===== config.mk =====
export PLATFORM = sky130hd
export DESIGN_NAME = ram_block_copy
export DESIGN_NICKNAME = d
export VERILOG_FILES = /design/src/rtl/ram_pkg.sv /design/src/rtl/copy_counter.sv /design/src/rtl/ram_block_copy.sv
export SDC_FILE = /design/constraint.sdc
export NUM_CORES = 1
export LEC_CHECK = 0
export BUFFER_PORTS_ARGS = -buffer_cell sky130_fd_sc_hd__buf_2
export CORE_ASPECT_RATIO = 0.5
export CORE_MARGIN = 5
export CORE_UTILIZATION = 35
export DETAILED_ROUTE_END_ITERATION = 8
export PLACE_DENSITY = 0.55
export SLEW_MARGIN = 40
export SYNTH_ARGS = -nofsm -noshare
export SYNTH_HDL_FRONTEND = slang
export SYNTH_SLANG_ARGS = --single-unit
export TNS_END_PERCENT = 30

===== constraint.sdc =====
create_clock -name clk -period 3.5 [get_ports clk]
set_input_delay 0.175 -clock clk [delete_from_list [all_inputs] [get_ports clk]]
set_output_delay 0.175 -clock clk [all_outputs]
set_load 0.01 [all_outputs]

===== src/rtl/ram_pkg.sv =====
// Shared defaults and FSM encoding for the RAM block-copy engine.
package ram_pkg;

    localparam int AW_DEFAULT = 14;
    localparam int DW_DEFAULT = 16;

    typedef enum logic [1:0] {
        IDLE = 2'd0,
        RD   = 2'd1,
        WR   = 2'd2,
        FIN  = 2'd3
    } state_t;

endpackage


===== src/rtl/copy_counter.sv =====
// Source/destination word pointers and remaining-word count for one copy.
// Pointers step together, up or down as chosen at load; count steps down.
module copy_counter
    import ram_pkg::*;
#(
    parameter int AW = AW_DEFAULT
) (
    input  logic          clk,
    input  logic          srst,
    input  logic          load,
    input  logic [AW-1:0] src_load,
    input  logic [AW-1:0] dst_load,
    input  logic [AW:0]   cnt_load,
    input  logic          down_load,
    input  logic          step_ptr,
    input  logic          dec_cnt,
    output logic [AW-1:0] src_ptr,
    output logic [AW-1:0] dst_ptr,
    output logic          zero
);

    localparam logic [AW-1:0] PTR_ONE = AW'(1);
    localparam logic [AW:0]   CNT_ONE = (AW + 1)'(1);

    logic [AW-1:0] src_reg;
    logic [AW-1:0] dst_reg;
    logic [AW:0]   cnt_reg;
    logic          down_reg;

    always_ff @(posedge clk) begin
        if (srst) begin
            src_reg  <= '0;
            dst_reg  <= '0;
            cnt_reg  <= '0;
            down_reg <= 1'b0;
        end else if (load) begin
            src_reg  <= src_load;
            dst_reg  <= dst_load;
            cnt_reg  <= cnt_load;
            down_reg <= down_load;
        end else begin
            // Pointer arithmetic is modulo 2^AW; wrapping is intentional.
            if (step_ptr) begin
                if (down_reg) begin
                    src_reg <= src_reg - PTR_ONE;
                    dst_reg <= dst_reg - PTR_ONE;
                end else begin
                    src_reg <= src_reg + PTR_ONE;
                    dst_reg <= dst_reg + PTR_ONE;
                end
            end
            if (dec_cnt) begin
                cnt_reg <= cnt_reg - CNT_ONE;
            end
        end
    end

    assign src_ptr = src_reg;
    assign dst_ptr = dst_reg;
    assign zero    = (cnt_reg == '0);

endmodule


===== src/rtl/ram_block_copy.sv =====
// Word-by-word block copy within one single-port RAM (read cycle, write cycle).
// Define RAM_BLOCK_COPY_OVERLAP_EN to copy descending when a forward copy overlaps.
module ram_block_copy
    import ram_pkg::*;
#(
    parameter int AW = AW_DEFAULT,
    parameter int DW = DW_DEFAULT
) (
    input  logic          clk,
    input  logic          rst,
    input  logic          start,
    input  logic [AW-1:0] src,
    input  logic [AW-1:0] dst,
    input  logic [AW:0]   len,
    output logic          busy,
    output logic          done,
    output logic [AW-1:0] ram_add,
    output logic [DW-1:0] ram_in,
    output logic          ram_load,
    input  logic [DW-1:0] ram_out
);

    localparam logic [AW:0] LEN_MAX = {1'b1, {AW{1'b0}}};

    state_t        state_reg;
    state_t        state_next;
    logic [DW-1:0] data_reg;

    logic [AW:0]   len_clamped;
    logic [AW-1:0] src_first;
    logic [AW-1:0] dst_first;
    logic          go_down;
    logic          load;
    logic          step_ptr;
    logic          dec_cnt;
    logic [AW-1:0] src_ptr;
    logic [AW-1:0] dst_ptr;
    logic          zero;

    assign len_clamped = (len > LEN_MAX) ? LEN_MAX : len;

`ifdef RAM_BLOCK_COPY_OVERLAP_EN
    logic [AW:0] src_ext;
    logic [AW:0] dst_ext;
    logic [AW:0] src_end;
    logic [AW:0] len_m1;

    // Unwrapped compare: only a true forward overlap triggers a descending copy.
    assign src_ext   = {1'b0, src};
    assign dst_ext   = {1'b0, dst};
    assign src_end   = src_ext + len_clamped;
    assign len_m1    = len_clamped - (AW + 1)'(1);
    assign go_down   = (dst_ext > src_ext) && (dst_ext < src_end);
    assign src_first = go_down ? (src + len_m1[AW-1:0]) : src;
    assign dst_first = go_down ? (dst + len_m1[AW-1:0]) : dst;
`else
    assign go_down   = 1'b0;
    assign src_first = src;
    assign dst_first = dst;
`endif

    copy_counter #(
        .AW(AW)
    ) u_counter (
        .clk      (clk),
        .srst     (rst),
        .load     (load),
        .src_load (src_first),
        .dst_load (dst_first),
        .cnt_load (len_clamped),
        .down_load(go_down),
        .step_ptr (step_ptr),
        .dec_cnt  (dec_cnt),
        .src_ptr  (src_ptr),
        .dst_ptr  (dst_ptr),
        .zero     (zero)
    );

    always_ff @(posedge clk) begin
        if (rst) begin
            state_reg <= IDLE;
            data_reg  <= '0;
        end else begin
            state_reg <= state_next;
            if (state_reg == RD) begin
                data_reg <= ram_out;
            end
        end
    end

    // Count is decremented in RD so that WR sees whether this was the last word.
    always_comb begin
        state_next = state_reg;
        load       = 1'b0;
        step_ptr   = 1'b0;
        dec_cnt    = 1'b0;
        busy       = 1'b0;
        done       = 1'b0;
        ram_add    = '0;
        ram_in     = '0;
        ram_load   = 1'b0;
        case (state_reg)
            IDLE: begin
                if (start) begin
                    load       = 1'b1;
                    state_next = (len_clamped == '0) ? FIN : RD;
                end
            end
            RD: begin
                busy       = 1'b1;
                ram_add    = src_ptr;
                dec_cnt    = 1'b1;
                state_next = WR;
            end
            WR: begin
                busy       = 1'b1;
                ram_add    = dst_ptr;
                ram_in     = data_reg;
                ram_load   = 1'b1;
                step_ptr   = 1'b1;
                state_next = zero ? FIN : RD;
            end
            FIN: begin
                done       = 1'b1;
                state_next = IDLE;
            end
            default: state_next = IDLE;
        endcase
    end

endmodule


**Word-level counts from Yosys, hierarchy flattened**

Cells that the tools add are included.

- Add/sub/neg operators: 3
- $mul: 0
- Div/mod/pow operators: 0
- $lt $le $gt $ge: 1
- Equality and inequality tests: 4
- Shifts and indexed selects: 0
- Multiplexer cells: 19
- Bitwise gates (word level): 0
- Reductions and logical operators: 6

Operator list:

| operator | number |
|---|---|
| $mux W14 | 4 |
| $mux W15 | 3 |
| $logic_not A15 Y1 | 2 |
| $add A14 B1 Y14 const B | 2 |
| $pmux W14 S2 | 1 |
| $mux W16 | 1 |
| $gt A15 B15 Y1 const B | 1 |
| $sub A15 B1 Y15 const B | 1 |
| $pmux W2 S4 | 1 |
| $mux W1 | 6 |
| $mux W2 | 3 |
| $eq A2 B2 Y1 const B | 2 |
| $reduce_bool A2 Y1 | 2 |
| $eq A2 B1 Y1 const B | 1 |
| $logic_not A2 Y1 | 1 |
| $ne A2 B2 Y1 const B | 1 |
| $reduce_or A2 Y1 | 1 |

- Register bits after elaboration: 61
- Bits in latches: 0
- RAM bits: 0
- ROM bits: 0
- Logic and storage cells: 38
- Memories: 0

**Longest topological paths before layout**

Gate-level depths: netlist (run 1).

- Depth after elaboration: 6
- Depth in mapped cells: 8

**Hierarchy**

A second synthesis (run 1) with hierarchy kept.

- Cell total of the unflattened synthesis: 533
- Area total of the unflattened synthesis: 4,371.7 µm²

By module, submodules not included:

| module | instances | cells an instance | area an instance (µm²) |
|---|---|---|---|
| copy_counter | 1 | 392 | 3,184.3 |
| ram_block_copy | 1 | 141 | 1,187.4 |

**Worst setup path after synthesis (run 1)**

No wires, ideal clock.

- Path kind: flip-flop to output port
- From: reg state_reg[0]
- To: out ram_add[10]
- Arrival: 1.769 ns
- Data required time: 3.325 ns
- Setup slack: 1.556 ns
- Cell stages (with the launch flop): 8
- Path buffers: 3
- Path through: dfxtp_1 inv_1 ha_1 clkbuf_1 clkbuf_1 clkbuf_1 a22oi_1 nor2b_1

- Longest elaborated chain between the ends: 2
- Elaborated cells on any way between the ends: 3

Ends and longest elaborated chain:

| item | RTL line | RTL |
|---|---|---|
| start, declared | ram_block_copy.sv:25 | `state_t state_reg;` |
| start signal, assigned | ram_block_copy.sv:84 | `state_reg <= state_next;` |
| $eq A2 B2 Y1 or $eq A2 B1 Y1 (tied branches) | ram_block_copy.sv:102 | `case (state_reg)` |
| $pmux W14 S2 (*) | ram_block_copy.sv:102 |  |
| end, declared | ram_block_copy.sv:17 | `output logic [AW-1:0] ram_add,` |

Mark *: on every way between the ends. The rest lies on a longest branch, timed or not.

**Worst setup path in the final report (run 1)**

- From: reg state_reg[0]
- To: reg u_counter.src_reg[13], in the netlist u_counter.src_ptr[13]

- Longest elaborated chain between the ends: 3
- Elaborated cells on any way between the ends: 6

Ends and longest elaborated chain:

| item | RTL line | RTL |
|---|---|---|
| $eq A2 B2 Y1 or $logic_not A2 Y1 (tied branches) | ram_block_copy.sv:102 |  |
| $mux W1 | ram_block_copy.sv:102 |  |
| $reduce_bool A2 Y1 (no source line) or $mux W14 (tied branches) | -- |  |
| end signal, assigned | copy_counter.sv:37 | `src_reg <= src_load;` |
| end signal, assigned | copy_counter.sv:45 | `src_reg <= src_reg - PTR_ONE;` |
| end signal, assigned | copy_counter.sv:48 | `src_reg <= src_reg + PTR_ONE;` |
| end, declared | copy_counter.sv:25 | `logic [AW-1:0] src_reg;` |

Several ways; a longest one is shown, not always the timed one.
A chain may end at the register's enable or synchronous reset.

==> results.cfg, run 1 <==
[final_layout]
post-route-util_pct = 45.02
largest_reg_flops = 16
final_cells = 610
nNetsFinal = 540
drive_gt1_share_pct = 27.37
fillers = 960
fin_area_um2 = 4239
diodes = 0
area.growth.synth_to_final_pct = 26.14

[hold_path]
hold_class = in2reg

[place]
gp_congestion = 0.8225
dpl_cell_area_um2 = 3928
numPortBuffers = 94
pre_cts_ws_ns = 1.293
hpwlAfterDp_um = 6826
post-place-cells = 594

[route]
routed_wl_um = 9133
vias = 3118
ant_nets = 0
dr.pass1.iters = 4
drc = 0
avgViaCountPerCell = 5.111
routedWlPerCell_um = 14.97
drt_iter0_drc = 128

[synth]
ys_seq_area_share_pct = 36.34
ys_seq_elements = 61
synth.cell_area_um2 = 3361
synth_nets = 457
syn_avg_cell_area_um2 = 8.684
ys_warn_count = 0
synth_edf_count = 0
syn_inst = 387
async_reset_ff_share_pct = 0
synth-main-ff-cell = dfxtp_1
synth_cell_types = 39

[timing]
post-route-period-util_pct = 63.20
finalHoldViolations = 0
fmax_mhz = 452.1
fin_crit_ns = 2.212
tns_ns = 0
drv_slew = 0
maxSlewHeadroom_pct = 54.42
clock_skew_ns = 0.006552
rsz0062_at_grt = false
worst_pin_slew_ns = 0.6813
finalSetupViolations = 0
setup_ws_ns = 1.288

[global_routing]
grt_pass1_wl_um = 15120
grt_pass1_vias = 3014
antenna_found_initial = 0
grt_usage_pct = 15.96
grt_max_degree = 45
overflow = 0

[power]
power_leakage_nw = 1.692
peakVddDrop_uv = 260.5
p_per_area_nw_per_um2 = 590.4

[floorplanning]
die_w_um = 148.6
dieArea_um2 = 11780
fp-row-count = 25
initial_core_util_pct = 35.69
coreArea_um2 = 9415
io_pins = 95
die_h_um = 79.29

[clock_network]
cts_setup_buffers = 0
hold_buffers = 0
cts-resized-gates = 0
cts_tree = yes
cts_buffers = 9
clockBufferDepth = 2
cts_root_buf = clkbuf_16
clk_pin_slew_ns = 0.05
clock_latency_ns = 0.33
cts_num_sinks = 61
cts.htree.levels = 3

[worst_setup_path]
cp-end-kind = register
path_max_fanout = 25
cp_data_arrival_time_ns = 2.45
path_class = reg2reg
required_ns = 3.74
crit_path_start_kind = register

[run]
drv_cap = 0

[outcome]
status = finished, final reports clean
==> layout make-up <==
class	instances	area [µm²]	area share, %
multi-input cells	290	1992	46.99
clock inverters	4	45.04	1.063
flip-flops and latches	61	1221	28.81
repair buffers	100	515.5	12.16
clock buffers	12	266.5	6.287
inverters	8	30.03	0.7084
well taps	135	168.9	3.985
==> cell usage in the layout, fill, tap and decap left out, drive strengths merged, types with 4 or more instances in the layout <==
master and count:
xor2 15, a22oi 14, nand4 15, nand3 7, clkbuf 12, dfxtp 61, a22o 6, inv 8
nand2 8, nor2b 16, nor3 10, buf 100, or3 4, and2 18, a311oi 5, ha 8
xnor2 18, nor2 49, o21ai 7, mux2i 18, nor4 13, a211oi 33, a21oi 10
==> kinds of logic after synthesis <==
kind of cell / synth area share [%]
compound gates: 17.16
xor+xnor: 8.600
fa+ha+maj: 2.979
buf+inv: 4.542
flops: 36.34
mux: 5.361
simple gates: 25.02
==> stage by stage <==
step / power (W) / hold slack (ns)
final: 0.002503 / 0.08532
after global routing: 0.002662 / 0.08141
after CTS: 0.002531 / 0.07859
after detailed placement: 0.001610 / 0.4187
after global placement: 0.001607 / 0.4098
after floorplan: 0.001430 / 0.3005
==> worst paths after layout <==
kind	start	end	slack, ns	depth (start not counted)
setup / recovery	state_reg[0]$_SDFFE_PP0P_	u_counter.src_ptr[13]$_SDFFE_PP0P_	1.29	7
setup reg to reg	state_reg[0]$_SDFFE_PP0P_	u_counter.src_ptr[13]$_SDFFE_PP0P_	1.29	7
hold reg to reg	data_reg[4]$_SDFFE_PP0P_	data_reg[4]$_SDFFE_PP0P_	0.48	2
hold / removal	ram_out[9]	data_reg[9]$_SDFFE_PP0P_	0.09	3
==> synthesized netlist by cell type, drive strengths merged (3+ instances only) <==
master	number	area share (%)
a211oi	33	7.8
a21oi	10	1.5
a22o	6	1.6
a22oi	14	3.1
a311oi	5	1.3
and2	18	3.4
and4	3	0.78
buf	13	2.0
clkbuf	15	1.7
dfxtp	61	36
ha	8	3.0
inv	8	0.89
mux2i	18	5.4
nand2	8	0.97
nand3	7	1.0
nand4	15	2.8
nor2	49	5.5
nor2b	16	3.0
nor3	10	1.5
nor4	13	3.0
o21ai	7	1.0
or3	4	0.74
or4	3	0.78
xnor2	18	4.7
xor2	15	3.9
==> critical path: stages, from the launching register on <==
cell	delay, ns
dfxtp_1	0.32
inv_1	0.12
ha_1	0.31
buf_4	0.31
nand4_1	0.31
nor4_1	0.42
xnor2_1	0.11
a211oi_1	0.22
==> layer usage <==
metal | part of all wire, % | global-route usage [%] | routed length (µm) | vias to the layer above
met3 | 4.6 | 5.131 | 417 | 2
met1 | 49 | 21.99 | 4466 | 1480
met4 | 0.37 | 3.134 | 34 | 0
met5 | 0 | 0 | 0 | -
met2 | 46 | 24.58 | 4213 | 58
li1 | - | - | - | 1578
==> report_power, final <==
group / switching (W) / leakage [nW] / internal [W]
Combinational: 0.000359 / 1.03 / 0.000298
Clock: 0.000303 / 0.158 / 0.000605
Sequential: 0.000129 / 0.503 / 0.000810
Power figures use the tool's default switching activity.
==> run 2: changes to the inputs <==
PLACE_DENSITY = 0.58   (was 0.55)
clock period = 1.9 ns   (was 3.5 ns; I/O delays follow)
==> run 2 against run 1 <==
Clock-buffer cell count shrank 1. Highest routed layer unchanged. Sequential power up 84%. Clock power up 97%. Critical endpoint is now state_reg[1]$_SDFFE_PP0P_. Critical path type unchanged. Core utilization grew 3.5 points.
==> results.cfg, run 2 (synthesis results as in run 1) <==
[final_layout]
diodes = 0
final_cell_mix = buf_2 (94), dfxtp_1 (59), nor2_1 (49)
area.growth.synth_to_final_pct = 36.00
final_common_cell = buf_2
fin_area_um2 = 4571
nNetsFinal = 569
largest_reg_flops = 16
drive_gt1_share_pct = 29.56

[route]
drc = 0
dr.pass1.iters = 4
vias = 3182
ant_nets = 0
routedWlPerCell_um = 14.73
top_layer = met4
dr_wl_met2_um = 4242
wirelength_met1_um = 4559
drt_iter0_drc = 105
routed_wl_um = 9410
met3_length_um = 457
avgViaCountPerCell = 4.980

[timing]
maxSlewHeadroom_pct = 66.28
fmax_mhz = 563.1
fin_crit_ns = 1.776
finalSetupViolations = 0
post-route-period-util_pct = 93.46
clock_skew_ns = 0.007745
whs_ns = 0.01040
drv_slew = 0
rsz0062_at_grt = false
worst_pin_slew_ns = 0.5058
finalHoldViolations = 0

[run]
drv_cap = 0

[clock_network]
clock_latency_ns = 0.34
cts_tree = yes
clockBufferDepth = 2
cts.htree.levels = 3
clk_pin_slew_ns = 0.05
cts_setup_buffers = 0
cts_buffers = 9
cts_num_sinks = 61
cts_root_buf = clkbuf_16

[floorplanning]
die_w_um = 148.6
dieArea_um2 = 11780
die_h_um = 79.29
coreArea_um2 = 9415
fp-row-count = 25
io_pins = 95
initial_core_util_pct = 35.69

[place]
gp_congestion = 0.7790
hpwlAfterDp_um = 6727
numPortBuffers = 94
dpl_cell_area_um2 = 4050

[hold_path]
min_from = ram_out[3]
hold_class = in2reg

[worst_setup_path]
startpoint = state_reg[0]$_SDFFE_PP0P_
crit_path_end = state_reg[1]$_SDFFE_PP0P_
crit_path_start_kind = register
path_max_fanout = 4
required_ns = 2.13
reg2regPathDepth = 6
cp-end-kind = register
path_class = reg2reg
cp_data_arrival_time_ns = 2.01
r2r_slack_ns = 0.12
timing.rr.start = state_reg[0]$_SDFFE_PP0P_
r2r-end = state_reg[1]$_SDFFE_PP0P_

[outcome]
status = finished, final reports clean

[power]
power_leakage_nw = 1.830
p_per_area_nw_per_um2 = 1064
peakVddDrop_uv = 485.6

[global_routing]
grt_pass1_wl_um = 15580
grt_usage_pct = 16.82
antenna_found_initial = 0
grt_pass1_vias = 3062
grt_max_degree = 54
overflow = 0
==> run 2: repair_timing <==
item | CTS | global route
endpoints found under the hold margin | 16 | 0
hold buffers | 16 | 0
endpoints found under the setup margin | 8 | 13
resized for setup | 1 | 9
==> run 2: through the flow <==
step / worst slack [ns] / std cells / setup TNS [ns] / util [%] / total power [W]
after floorplan: 0.03559 / 387 / 0 / - / 0.002635
after global placement: 0.05708 / 607 / 0 / 43.02 / 0.003028
after detailed placement: -0.01381 / 607 / -0.01381 / 43.02 / 0.003035
after CTS: 0.02369 / 639 / 0 / 48.21 / 0.004876
after global routing: 0.006475 / 639 / 0 / 48.54 / 0.005163
final: 0.1243 / 639 / 0 / 48.54 / 0.004861
==> run 2: worst max-delay path: stages, from the launching register on <==
cell and delay [ns]:
dfxtp_2 0.37, inv_2 0.08, ha_2 0.21, or4bb_1 0.51
nor4_2 0.22, nor3_1 0.07, a221oi_1 0.23
==> run 2: worst min-delay path by stage <==
stage	cells past startpoint	endpoint
detailed placement	2	u_counter.cnt_reg[1]$_SDFFE_PP0P_
CTS	2	u_counter.cnt_reg[13]$_SDFFE_PP0P_
finish	3	data_reg[3]$_SDFFE_PP0P_
floorplan	1	u_counter.cnt_reg[13]$_SDFFE_PP0P_
global route	3	data_reg[3]$_SDFFE_PP0P_
global placement	3	data_reg[3]$_SDFFE_PP0P_
==> run 2: layout make-up <==
class | count | area [µm²]
well taps | 135 | 168.9
inverters | 8 | 30.03
clock inverters | 5 | 83.83
flip-flops and latches | 61 | 1224
clock buffers | 11 | 242.7
fillers | 926 | 4845
repair buffers | 129 | 798.3
multi-input cells | 290 | 2023
==> run 2: layer usage <==
metal | track usage [%] | vias up
met4 | 6.083 | 0
met3 | 5.644 | 16
met5 | 0 | -
met2 | 25.89 | 69
met1 | 21.99 | 1467
li1 | - | 1630
==> run 2: power by group <==
part	total, W	leakage [nW]	internal [W]	switching (W)
logic	0.00135	1.17	0.000643	0.000703
registers	0.00173	0.504	0.00149	0.000235
clock network	0.00179	0.152	0.00119	0.000602
